**src/rtl/ha_serial_add_ctrl.sv**
```systemverilog
// Bit-serial adder controller: adds two WIDTH-bit operands plus carry-in,
// LSB first, one bit per clock, through two cascaded half-adder stages.
//
// Handshake rule, both ports: a transfer happens on a rising clk edge where
// valid and ready are both high. in_ready is decoded from state only (no
// input-to-output path). Upstream holds in_valid with stable operands until
// it sees in_ready. out_valid/sum/cout stay stable until out_ready is seen.
module ha_serial_add_ctrl #(
  parameter int WIDTH = 8
) (
  input  logic             clk,
  input  logic             rst_n,
  input  logic             in_valid,
  output logic             in_ready,
  input  logic [WIDTH-1:0] a_in,
  input  logic [WIDTH-1:0] b_in,
  input  logic             cin,
  output logic             out_valid,
  input  logic             out_ready,
  output logic [WIDTH-1:0] sum,
  output logic             cout,
  output logic             busy,
  output logic [1:0]       dbg_state
);

  localparam int CW = (WIDTH > 1) ? $clog2(WIDTH) : 1;
  localparam logic [CW-1:0] LAST_BIT = CW'(WIDTH - 1);

  typedef enum logic [1:0] {
    S_IDLE = 2'd0,
    S_RUN  = 2'd1,
    S_DONE = 2'd2
  } state_t;

  state_t           r_state;
  logic [WIDTH-1:0] r_a;
  logic [WIDTH-1:0] r_b;
  logic [WIDTH-1:0] r_sum;
  logic             r_carry;
  logic             r_cout;
  logic [CW-1:0]    r_cnt;
  logic             r_out_valid;
  logic             r_busy;

  logic             w_s1;
  logic             w_c1;
  logic             w_s;
  logic             w_c2;
  logic             w_carry_nxt;
  logic [WIDTH:0]   w_sum_ext;
  logic [WIDTH-1:0] w_sum_nxt;
  logic             w_last;

  // Per-bit datapath: half adder on a/b, then half adder with the carry.
  assign w_s1        = r_a[0] ^ r_b[0];
  assign w_c1        = r_a[0] & r_b[0];
  assign w_s         = w_s1 ^ r_carry;
  assign w_c2        = w_s1 & r_carry;
  assign w_carry_nxt = w_c1 | w_c2;

  // New sum bit enters at the MSB; the extension keeps WIDTH=1 legal.
  assign w_sum_ext = {w_s, r_sum};
  assign w_sum_nxt = w_sum_ext[WIDTH:1];
  assign w_last    = (r_cnt == LAST_BIT);

  assign in_ready  = (r_state == S_IDLE);
  assign out_valid = r_out_valid;
  assign sum       = r_sum;
  assign cout      = r_cout;
  assign busy      = r_busy;
  assign dbg_state = r_state;

  // Control FSM and serial datapath registers, all reset asynchronously.
  always_ff @(posedge clk or negedge rst_n) begin
    if (!rst_n) begin
      r_state     <= S_IDLE;
      r_a         <= '0;
      r_b         <= '0;
      r_sum       <= '0;
      r_carry     <= 1'b0;
      r_cout      <= 1'b0;
      r_cnt       <= '0;
      r_out_valid <= 1'b0;
      r_busy      <= 1'b0;
    end else begin
      case (r_state)
        S_IDLE: begin
          if (in_valid) begin
            r_a     <= a_in;
            r_b     <= b_in;
            r_carry <= cin;
            r_cnt   <= '0;
            r_busy  <= 1'b1;
            r_state <= S_RUN;
          end
        end
        S_RUN: begin
          r_carry <= w_carry_nxt;
          r_sum   <= w_sum_nxt;
          r_a     <= r_a >> 1;
          r_b     <= r_b >> 1;
          r_cnt   <= r_cnt + CW'(1);
          if (w_last) begin
            r_cout      <= w_carry_nxt;
            r_out_valid <= 1'b1;
            r_state     <= S_DONE;
          end
        end
        S_DONE: begin
          // Result is held until downstream takes it.
          if (out_ready) begin
            r_out_valid <= 1'b0;
            r_busy      <= 1'b0;
            r_state     <= S_IDLE;
          end
        end
        default: begin
          r_out_valid <= 1'b0;
          r_busy      <= 1'b0;
          r_state     <= S_IDLE;
        end
      endcase
    end
  end

endmodule
```
**config.mk**
```make
export PLATFORM = sky130hd
export DESIGN_NAME = ha_serial_add_ctrl
export DESIGN_NICKNAME = d
export VERILOG_FILES = /design/src/rtl/ha_serial_add_ctrl.sv
export SDC_FILE = /design/constraint.sdc
export NUM_CORES = 1
export LEC_CHECK = 0
export BUFFER_PORTS_ARGS = -buffer_cell sky130_fd_sc_hd__buf_2
export CORE_MARGIN = 2
export CORE_UTILIZATION = 57
export DETAILED_ROUTE_END_ITERATION = 10
export GPL_TIMING_DRIVEN = 1
export HOLD_SLACK_MARGIN = 0.12
export PLACE_DENSITY_LB_ADDON = 0.05
export SLEW_MARGIN = 0
export SYNTH_ARGS = -nofsm -noshare
export SYNTH_HDL_FRONTEND = slang
export SYNTH_SLANG_ARGS = --single-unit
```
**constraint.sdc**
```tcl
create_clock -name clk -period 2.39 [get_ports clk]
set_input_delay 0.239 -clock clk [delete_from_list [all_inputs] [get_ports clk]]
set_output_delay 0.239 -clock clk [all_outputs]
set_load 0.01 [all_outputs]
```
After elaboration in Yosys (flattened, before gate mapping)

Index checks and enable logic that the tools add are counted.

Flip-flop bits (word level): 33
Latch bits: 0
Memory bits (writable): 0
Memory bits (read-only): 0
Output and inout port bits: 14
Memories: 0

$add $sub $neg: 1
Multiply operators: 0
Divide/modulo/power cells: 0
Magnitude comparators: 0
Equal/unequal tests: 6
Shifts and indexed selects: 0
Muxes and demuxes: 17
Bitwise logic cells: 7
Reduce and logical (&&, ||, !) cells: 7

Operator list:

| operator            | count |
|---|---|
| $pmux 8 s2          | 2 |
| $mux 8              | 2 |
| $reduce_and 3->1    | 3 |
| $mux 2              | 3 |
| $ne 2x2->1 const B  | 3 |
| $pmux 1 s3          | 2 |
| $pmux 2 s3          | 1 |
| $pmux 3 s2          | 1 |
| $mux 1              | 4 |
| $reduce_and 2->1    | 2 |
| $add 3x1->3 const B | 1 |
| $eq 3x3->1 const B  | 1 |
| $mux 3              | 1 |
| $and 1x1->1         | 2 |
| $eq 2x1->1 const B  | 1 |
| $eq 2x2->1 const B  | 1 |
| $logic_not 2->1     | 1 |
| $not 1->1           | 2 |
| $pmux 1 s2          | 1 |
| $reduce_bool 2->1   | 1 |
| $xor 1x1->1         | 2 |
| $or 1x1->1          | 1 |

Longest topological paths before layout

Gate-level depths: netlist of the first run.

Word-level depth: 4
Mapped depth: 6
Mapped depth without buffers: 4

Worst setup path after synthesis of the first run

OpenSTA, ideal clock, no wires.

Path kind: reg-to-reg
Start: register r_cnt[0]
End: register r_cout, in the netlist cout
Setup time: 125 ps
Data arrival time: 1142 ps
Setup slack: 1124 ps
Cell stages (with the launch flop): 5
Path buffers: 0
Clock period less this slack: 1266 ps
Cell sequence: dfrtp_1 > ha_1 > ha_1 > nand2_1 > mux2_2

Longest elaborated chain between the ends: 2

Ends and longest elaborated chain:

| element                           | RTL line | RTL |
|---|---|---|
| from (decl)                       | 41       | `logic [CW-1:0] r_cnt;` |
| from (signal assigned)            | 102      | `r_cnt <= r_cnt + CW'(1);` |
| $eq 3x3->1                        | 64       | `assign w_last = (r_cnt == LAST_BIT);` |
| $reduce_and 2->1 (no source line) | n/a      |  |
| to (signal assigned)              | 104      | `r_cout <= w_carry_nxt;` |
| to (decl)                         | 40       | `logic r_cout;` |

Every way passes these cells.
A chain may end at the register's enable or synchronous reset.

Worst setup path in the final report of the first run

Start: register r_state[0], in the netlist dbg_state[0]
End: output port in_ready

Longest elaborated chain between the ends: 1

Ends and longest elaborated chain:

| element                | RTL line | RTL |
|---|---|---|
| from (decl)            | 35       | `state_t r_state;` |
| from (signal assigned) | 76       | `r_state <= S_IDLE;` |
| from (signal assigned) | 94       | `r_state <= S_RUN;` |
| from (signal assigned) | 106      | `r_state <= S_DONE;` |
| $logic_not 2->1        | 66       | `assign in_ready = (r_state == S_IDLE);` |
| to (decl)              | 14       | `output logic in_ready,` |

Every way passes these cells.

==> results of run 1 <==
[metal layers]
layer / part of all wire, % / GRT usage, % / up-vias
li1: - / - / 569
met2: 46 / 33.1 / 37
met1: 48 / 26.6 / 550
met4: 1.3 / 7.14 / 0
met3: 5.4 / 4.38 / 5
met5: 0 / 0 / -
[sequential cells by signal (all words and copies together), names as in the netlist]
| signal | flops |
|---|---|
| r_carry | 1 |
| r_a | 8 |
| dbg_state | 2 |
| sum | 8 |
| r_b | 8 |
| out_valid | 1 |
| r_cnt | 3 |
| busy | 1 |
| cout | 1 |
[worst max-delay path: stages, from the launching register on]
cell and delay, ps:
dfrtp_1 670, nor2_2 430, buf_2 210
[final cells by class]
type	count	area, um^2	share of cell area, %
Multi-Input combinational cell	101	653	37.0
Tap cell	30	37.5	2.12
Sequential cell	33	826	46.7
Clock buffer	7	55.1	3.12
Timing Repair Buffer	37	195	11.0
[power by group through the flow]
stage / Combinational, W / Sequential [W] / Clock (W)
after global placement: 0.000897 / 0.00104 / 0
final: 0.000913 / 0.00104 / 0.000314
after floorplan: 0.000762 / 0.00100 / 0
after global routing: 0.00103 / 0.00107 / 0.000342
after detailed placement: 0.000925 / 0.00105 / 0
after CTS: 0.000929 / 0.00104 / 0.000324
[Yosys cell counts, drive strengths merged]
master	number
clkbuf	2
nor3	8
dfrtp	33
nand3b	7
mux2	1
ha	2
fa	1
o221a	7
nor2b	2
o21ba	1
a21oi	2
a22o	2
a32o	1
buf	9
o21bai	1
a32oi	1
o21ai	3
nor2	19
nand2	32
nand2b	3
a211oi	8
[worst max-delay path by stage]
| stage | from | end | cells past startpoint |
|---|---|---|---|
| detailed placement | dbg_state[0] | cout | 4 |
| floorplan | r_cnt[0] | cout | 4 |
| global route | dbg_state[0] | in_ready | 2 |
| finish | dbg_state[0] | in_ready | 2 |
| global placement | dbg_state[0] | cout | 4 |
| CTS | dbg_state[0] | in_ready | 2 |
[what timing repair did]
action                                 in CTS  in global routing
resized for setup                           0                  0
endpoints found under the hold margin      33                  0
setup buffers                               0                  0
hold buffers                                1                  0
[per-stage QoR]
step	hold WS (ps)	util (%)	worst slack [ps]	std cells	area [um^2]
final	173	69.4	509	208	1770
after global routing	167	69.4	372	208	1770
after CTS	166	69.4	490	208	1770
after detailed placement	337	66.9	683	200	1700
after global placement	329	66.9	718	200	1700
after floorplan	-56.6	-	1120	145	1560
[logic make-up after synthesis]
family          count (synthesis)
compound gates                 26
buf+inv                        11
simple gates                   71
flops                          33
fa+ha+maj                       3
mux                             1
==> metrics.cfg, run 1 <==
[power]
switching_share_pct = 37.9
p_comb_share_pct = 40.3
p_clk_share_pct = 13.9
internal_power_w = 0.00140
total_power_w = 0.00226
switchingPower_w = 0.000859
seqPwrFrac_pct = 45.8
p_leak_nw = 0.827
ir_worst_vdd_v = 0.000823
powerDensity_nw_per_um2 = 1280

[layout]
mostFrequentLayoutCells = buf_2 (34), dfrtp_1 (33), nand2_1 (32), nor2_1 (15)
final_common_cell = buf_2
area_growth_pct = 13.1
num-fill-cells = 204
n_antenna_cell = 0
drive_gt1_share_pct = 34.8
layout.nets = 202

[worst_setup_path]
critPathRequiredTime_ps = 2150
crit_path_start_kind = flop
crit_fanout = 19
r2r_cells = 4
end_kind = output pin
critPathKind = reg2out
reg2reg_slack_ps = 670
r2r-end = cout
r2r_start = dbg_state[0]
worstPathArrival_ps = 1640

[synth]
synthSimpleGateAreaFrac_pct = 21.3
synth_top_cell_area_share_pct = 52.8
netlist_area_um2 = 1560
synth_mux_area_share_pct = 0.721
yosysWarnings = 0
ys_ff_latch = 33
synth_nets = 169
synth_compound_area_share_pct = 16.9
synth.area.top_cells = dfrtp_1 (53%), nand2_1 (7.7%), a211oi_2 (6.4%)
yosysSeqAreaShare_pct = 52.8
synthAdderAreaFrac_pct = 2.88
yosysUniqueCellTypes = 26
synth_top_family_by_area = simple AND/OR/NAND/NOR gates
synth-xor-area-share_pct = 0
synth_top_area_cell = dfrtp_1
netlist_instances = 145
synth.avg_cell_area_um2 = 10.8

[place]
portBuffers = 34
hpwl_um = 2010
gp_congestion = 0.704

[grt]
antenna_found_initial = 0
grt.total_usage_pct = 20.3
grt_pass1_wl_um = 5040
grt_max_degree = 34
gr-total-overflow = 0
grt_pass1_vias = 1138

[route]
vias_per_cell = 5.58
drt_wl_total_um = 2850
dr.pass1.iters = 4
drtIter0Drc = 45
num_vias = 1161
drc = 0
ant_nets = 0
wl_per_cell_um = 13.7

[die]
fp.dieH_um = 56.4
start_util_pct = 61.4
die_area_um2 = 3180
io_pins = 35
fp.coreArea_um2 = 2540
rows = 18
die_w_um = 56.4

[timing]
setup_violations = 0
tns_ps = 0
fin_crit_ps = 1880
rsz0062_at_grt = false
slew_headroom_pct = 48.8
finalCritPeriodShare_pct = 78.7
finalClockSkew_ps = 6.51
slew_viol_final = 0
worst_pin_slew_ps = 767
hold_viol_final = 0
max_freq_mhz = 532

[clocking]
worstSkewPairLatency_ps = 320
cts.path.max_buffers = 2
clk_pin_slew_ps = 100
numCtsBuffers = 5
cts-root-buf = clkbuf_4
cts_tree = built
clock_sinks = 33
htreeDepth = 2

[hold_path]
min_from = out_ready
min_to = dbg_state[1]
hold_path_class = in2reg
whs_path_depth = 4

[flow_run]
max-cap-violations = 0

[outcome]
outcome = complete, no violations

No activity file was read; power rests on OpenSTA's default activity.
==> run 2, diff against run 1 <==
--- a/config.mk
+++ b/config.mk
@@ -7,7 +7,7 @@
 export LEC_CHECK = 0
 export BUFFER_PORTS_ARGS = -buffer_cell sky130_fd_sc_hd__buf_2
 export CORE_MARGIN = 2
-export CORE_UTILIZATION = 57
+export CORE_UTILIZATION = 48
 export DETAILED_ROUTE_END_ITERATION = 10
 export GPL_TIMING_DRIVEN = 1
 export HOLD_SLACK_MARGIN = 0.12
==> constraint.sdc (replaced) <==
create_clock -name clk -period 1.68 [get_ports clk]
set_input_delay 0.168 -clock clk [delete_from_list [all_inputs] [get_ports clk]]
set_output_delay 0.168 -clock clk [all_outputs]
set_load 0.01 [all_outputs]
==> run 2 against run 1 <==
Largest cell class unchanged. Final area rose by 4.5%. Largest power group unchanged. Setup slack got worse by 390 ps. Worst hold slack got worse by 40 ps. Clock power rose by 95%.
==> metrics.cfg, run 2 (synthesis gave the netlist of run 1 again) <==
[power]
p_comb_share_pct = 40.0  ; -0.3 points
switching_share_pct = 36.6  ; -1.4 points
ir_worst_vdd_v = 0.000833  ; +1.2%
switchingPower_w = 0.00125  ; +46%
internal_power_w = 0.00218  ; +55%
powerDensity_nw_per_um2 = 1860  ; +45%
p_leak_nw = 0.855  ; +3.4%
p_clk_share_pct = 17.8  ; +3.9 points
seqPwrFrac_pct = 42.2  ; -3.6 points

[clocking]
worstSkewPairLatency_ps = 320  ; about the same
cts.path.max_buffers = 2  ; unchanged
cts-root-buf = clkbuf_4
cts_tree = built
clock_sinks = 33  ; unchanged
clk_pin_slew_ps = 90  ; about the same
post-cts-setup-buffers = 0  ; unchanged
htreeDepth = 2  ; unchanged
numCtsBuffers = 5  ; unchanged

[die]
io_pins = 35  ; unchanged
fp.coreArea_um2 = 3080  ; +21%
fp.dieH_um = 61.1  ; +8.3%
die_w_um = 61.1  ; +8.3%
die_area_um2 = 3730  ; +17%
start_util_pct = 50.8  ; -11 points
rows = 20  ; +2

[place]
hpwl_um = 2160  ; +7.8%
dpl_cell_area_um2 = 1730  ; +1.5%
gp_congestion = 0.754  ; +7.0%
portBuffers = 34  ; unchanged

[timing]
max_freq_mhz = 642
setup_violations = 0  ; unchanged
finalClockSkew_ps = 10.9  ; +4.36 ps
worst_pin_slew_ps = 722  ; -45.5 ps
slew_viol_final = 0  ; unchanged
rsz0062_at_grt = false
tns_ps = 0  ; unchanged
hold_viol_final = 0  ; unchanged
fin_crit_ps = 1560
finalCritPeriodShare_pct = 92.8
slew_headroom_pct = 51.9  ; +3.0 points

[hold_path]
hold_path_class = in2reg
whs_path_depth = 4  ; unchanged
min_from = out_ready
min_to = dbg_state[1]

[worst_setup_path]
slowest_delay_ps = 620  ; -50 ps
r2r-end = r_a[1]
worstPathArrival_ps = 1390  ; -250 ps
cp_cell_sequence = buf_4 > buf_2
critPathKind = reg2out
crit_path_start_kind = flop
crit_buf_inv = 2  ; +1
critPathRequiredTime_ps = 1510  ; -640 ps
crit_fanout = 17  ; -2
end_kind = output pin
reg2reg_slack_ps = 260  ; -410 ps
r2r_cells = 3  ; -1
crit_slowest_cell = dfrtp_1
critPathTopFamily = flip-flops
r2r_start = dbg_state[0]

[route]
dr.pass1.iters = 4  ; unchanged
drc = 0  ; unchanged
drtIter0Drc = 73  ; +62%
num_vias = 1156  ; -0.43%
wl_per_cell_um = 13.6  ; -0.53%
vias_per_cell = 5.12  ; -8.4%
drt_wl_total_um = 3080  ; +8.1%
ant_nets = 0  ; unchanged

[layout]
area_growth_pct = 18.2
layout.nets = 205  ; +1.5%
num-fill-cells = 284  ; +39%
n_antenna_cell = 0  ; unchanged
final_common_cell = buf_2
seq_area_um2 = 826  ; unchanged
multi_input_area_um2 = 658  ; +0.77%
drive_gt1_share_pct = 35.2  ; +0.33 points
design_area_um2 = 1850  ; +4.5%
mostFrequentLayoutCells = buf_2 (34), dfrtp_1 (33), nand2_1 (32), nor2_1 (15)

[grt]
grt_pass1_vias = 1063  ; -6.6%
grt_max_degree = 34  ; unchanged
antenna_found_initial = 0  ; unchanged
gr-total-overflow = 0  ; unchanged
grt.total_usage_pct = 18.5  ; -1.8 points
grt_pass1_wl_um = 5020  ; -0.28%

[outcome]
outcome = complete, no violations

[flow_run]
max-cap-violations = 0  ; unchanged

run 2: changes by cell type in the layout (fill, tap and decap cells not counted), sizes merged:
cell | before | now
dlygate4sd3 | 1 | 3
buf | 36 | 37
bufinv | 0 | 1
run 2: layout make-up:
| class | count | share of cell area (%) |
|---|---|---|
| repair buffers | 40 | 12.1 |
| clock buffers | 7 | 2.98 |
| clock inverters | 1 | 1.63 |
| multi-input cells | 101 | 35.6 |
| flip-flops and latches | 33 | 44.7 |
| well taps | 44 | 2.98 |
run 2: power groups by stage:
stage               Clock [W]  Combinational [W]  Sequential, W
CTS                  0.000632            0.00139        0.00144
finish               0.000611            0.00137        0.00145
floorplan                   0            0.00108        0.00143
global placement            0            0.00135        0.00144
global route         0.000673            0.00154        0.00150
detailed placement          0            0.00139        0.00145
run 2: stage by stage:
| stage | utilization, % | worst slack, ps | std cells | power, W | hold slack, ps |
|---|---|---|---|---|---|
| after global placement | 56.1 | 386 | 215 | 0.00279 | 265 |
| final | 60.0 | 121 | 226 | 0.00343 | 132 |
| after CTS | 59.8 | 55.8 | 226 | 0.00347 | 120 |
| after global routing | 60.0 | 24.4 | 226 | 0.00371 | 123 |
| after detailed placement | 56.1 | 302 | 215 | 0.00284 | 279 |
| after floorplan | - | 414 | 145 | 0.00251 | -128 |
run 2: metal layers:
layer | share of wire [%] | track usage [%] | vias to the layer above
met4 | 0.33 | 5.59 | 0
met2 | 47 | 27.1 | 29
li1 | - | - | 577
met1 | 48 | 26.9 | 548
met5 | 0 | 0 | -
met3 | 4.4 | 5.04 | 2
run 2: worst max path at each step:
stage                 startpoint           end  cells past startpoint
detailed placement  dbg_state[0]        r_b[2]                      3
CTS                 dbg_state[1]      in_ready                      2
global route        dbg_state[1]  dbg_state[1]                      2
finish              dbg_state[1]  dbg_state[1]                      2
floorplan               r_cnt[0]          cout                      4
global placement          r_a[0]       r_carry                      2
run 2: repair_timing:
item | CTS | global route
hold endpoints to repair | 35 | 0
setup endpoints to repair | 0 | 1
resized for setup | 0 | 1
hold buffers | 3 | 0
run 2: worst register-to-register path: cells and delay by family, from the launching register on:
kind | cells | cell delay [ps]
compound gates | 1 | 210
flops | 1 | 650
simple gates | 2 | 510
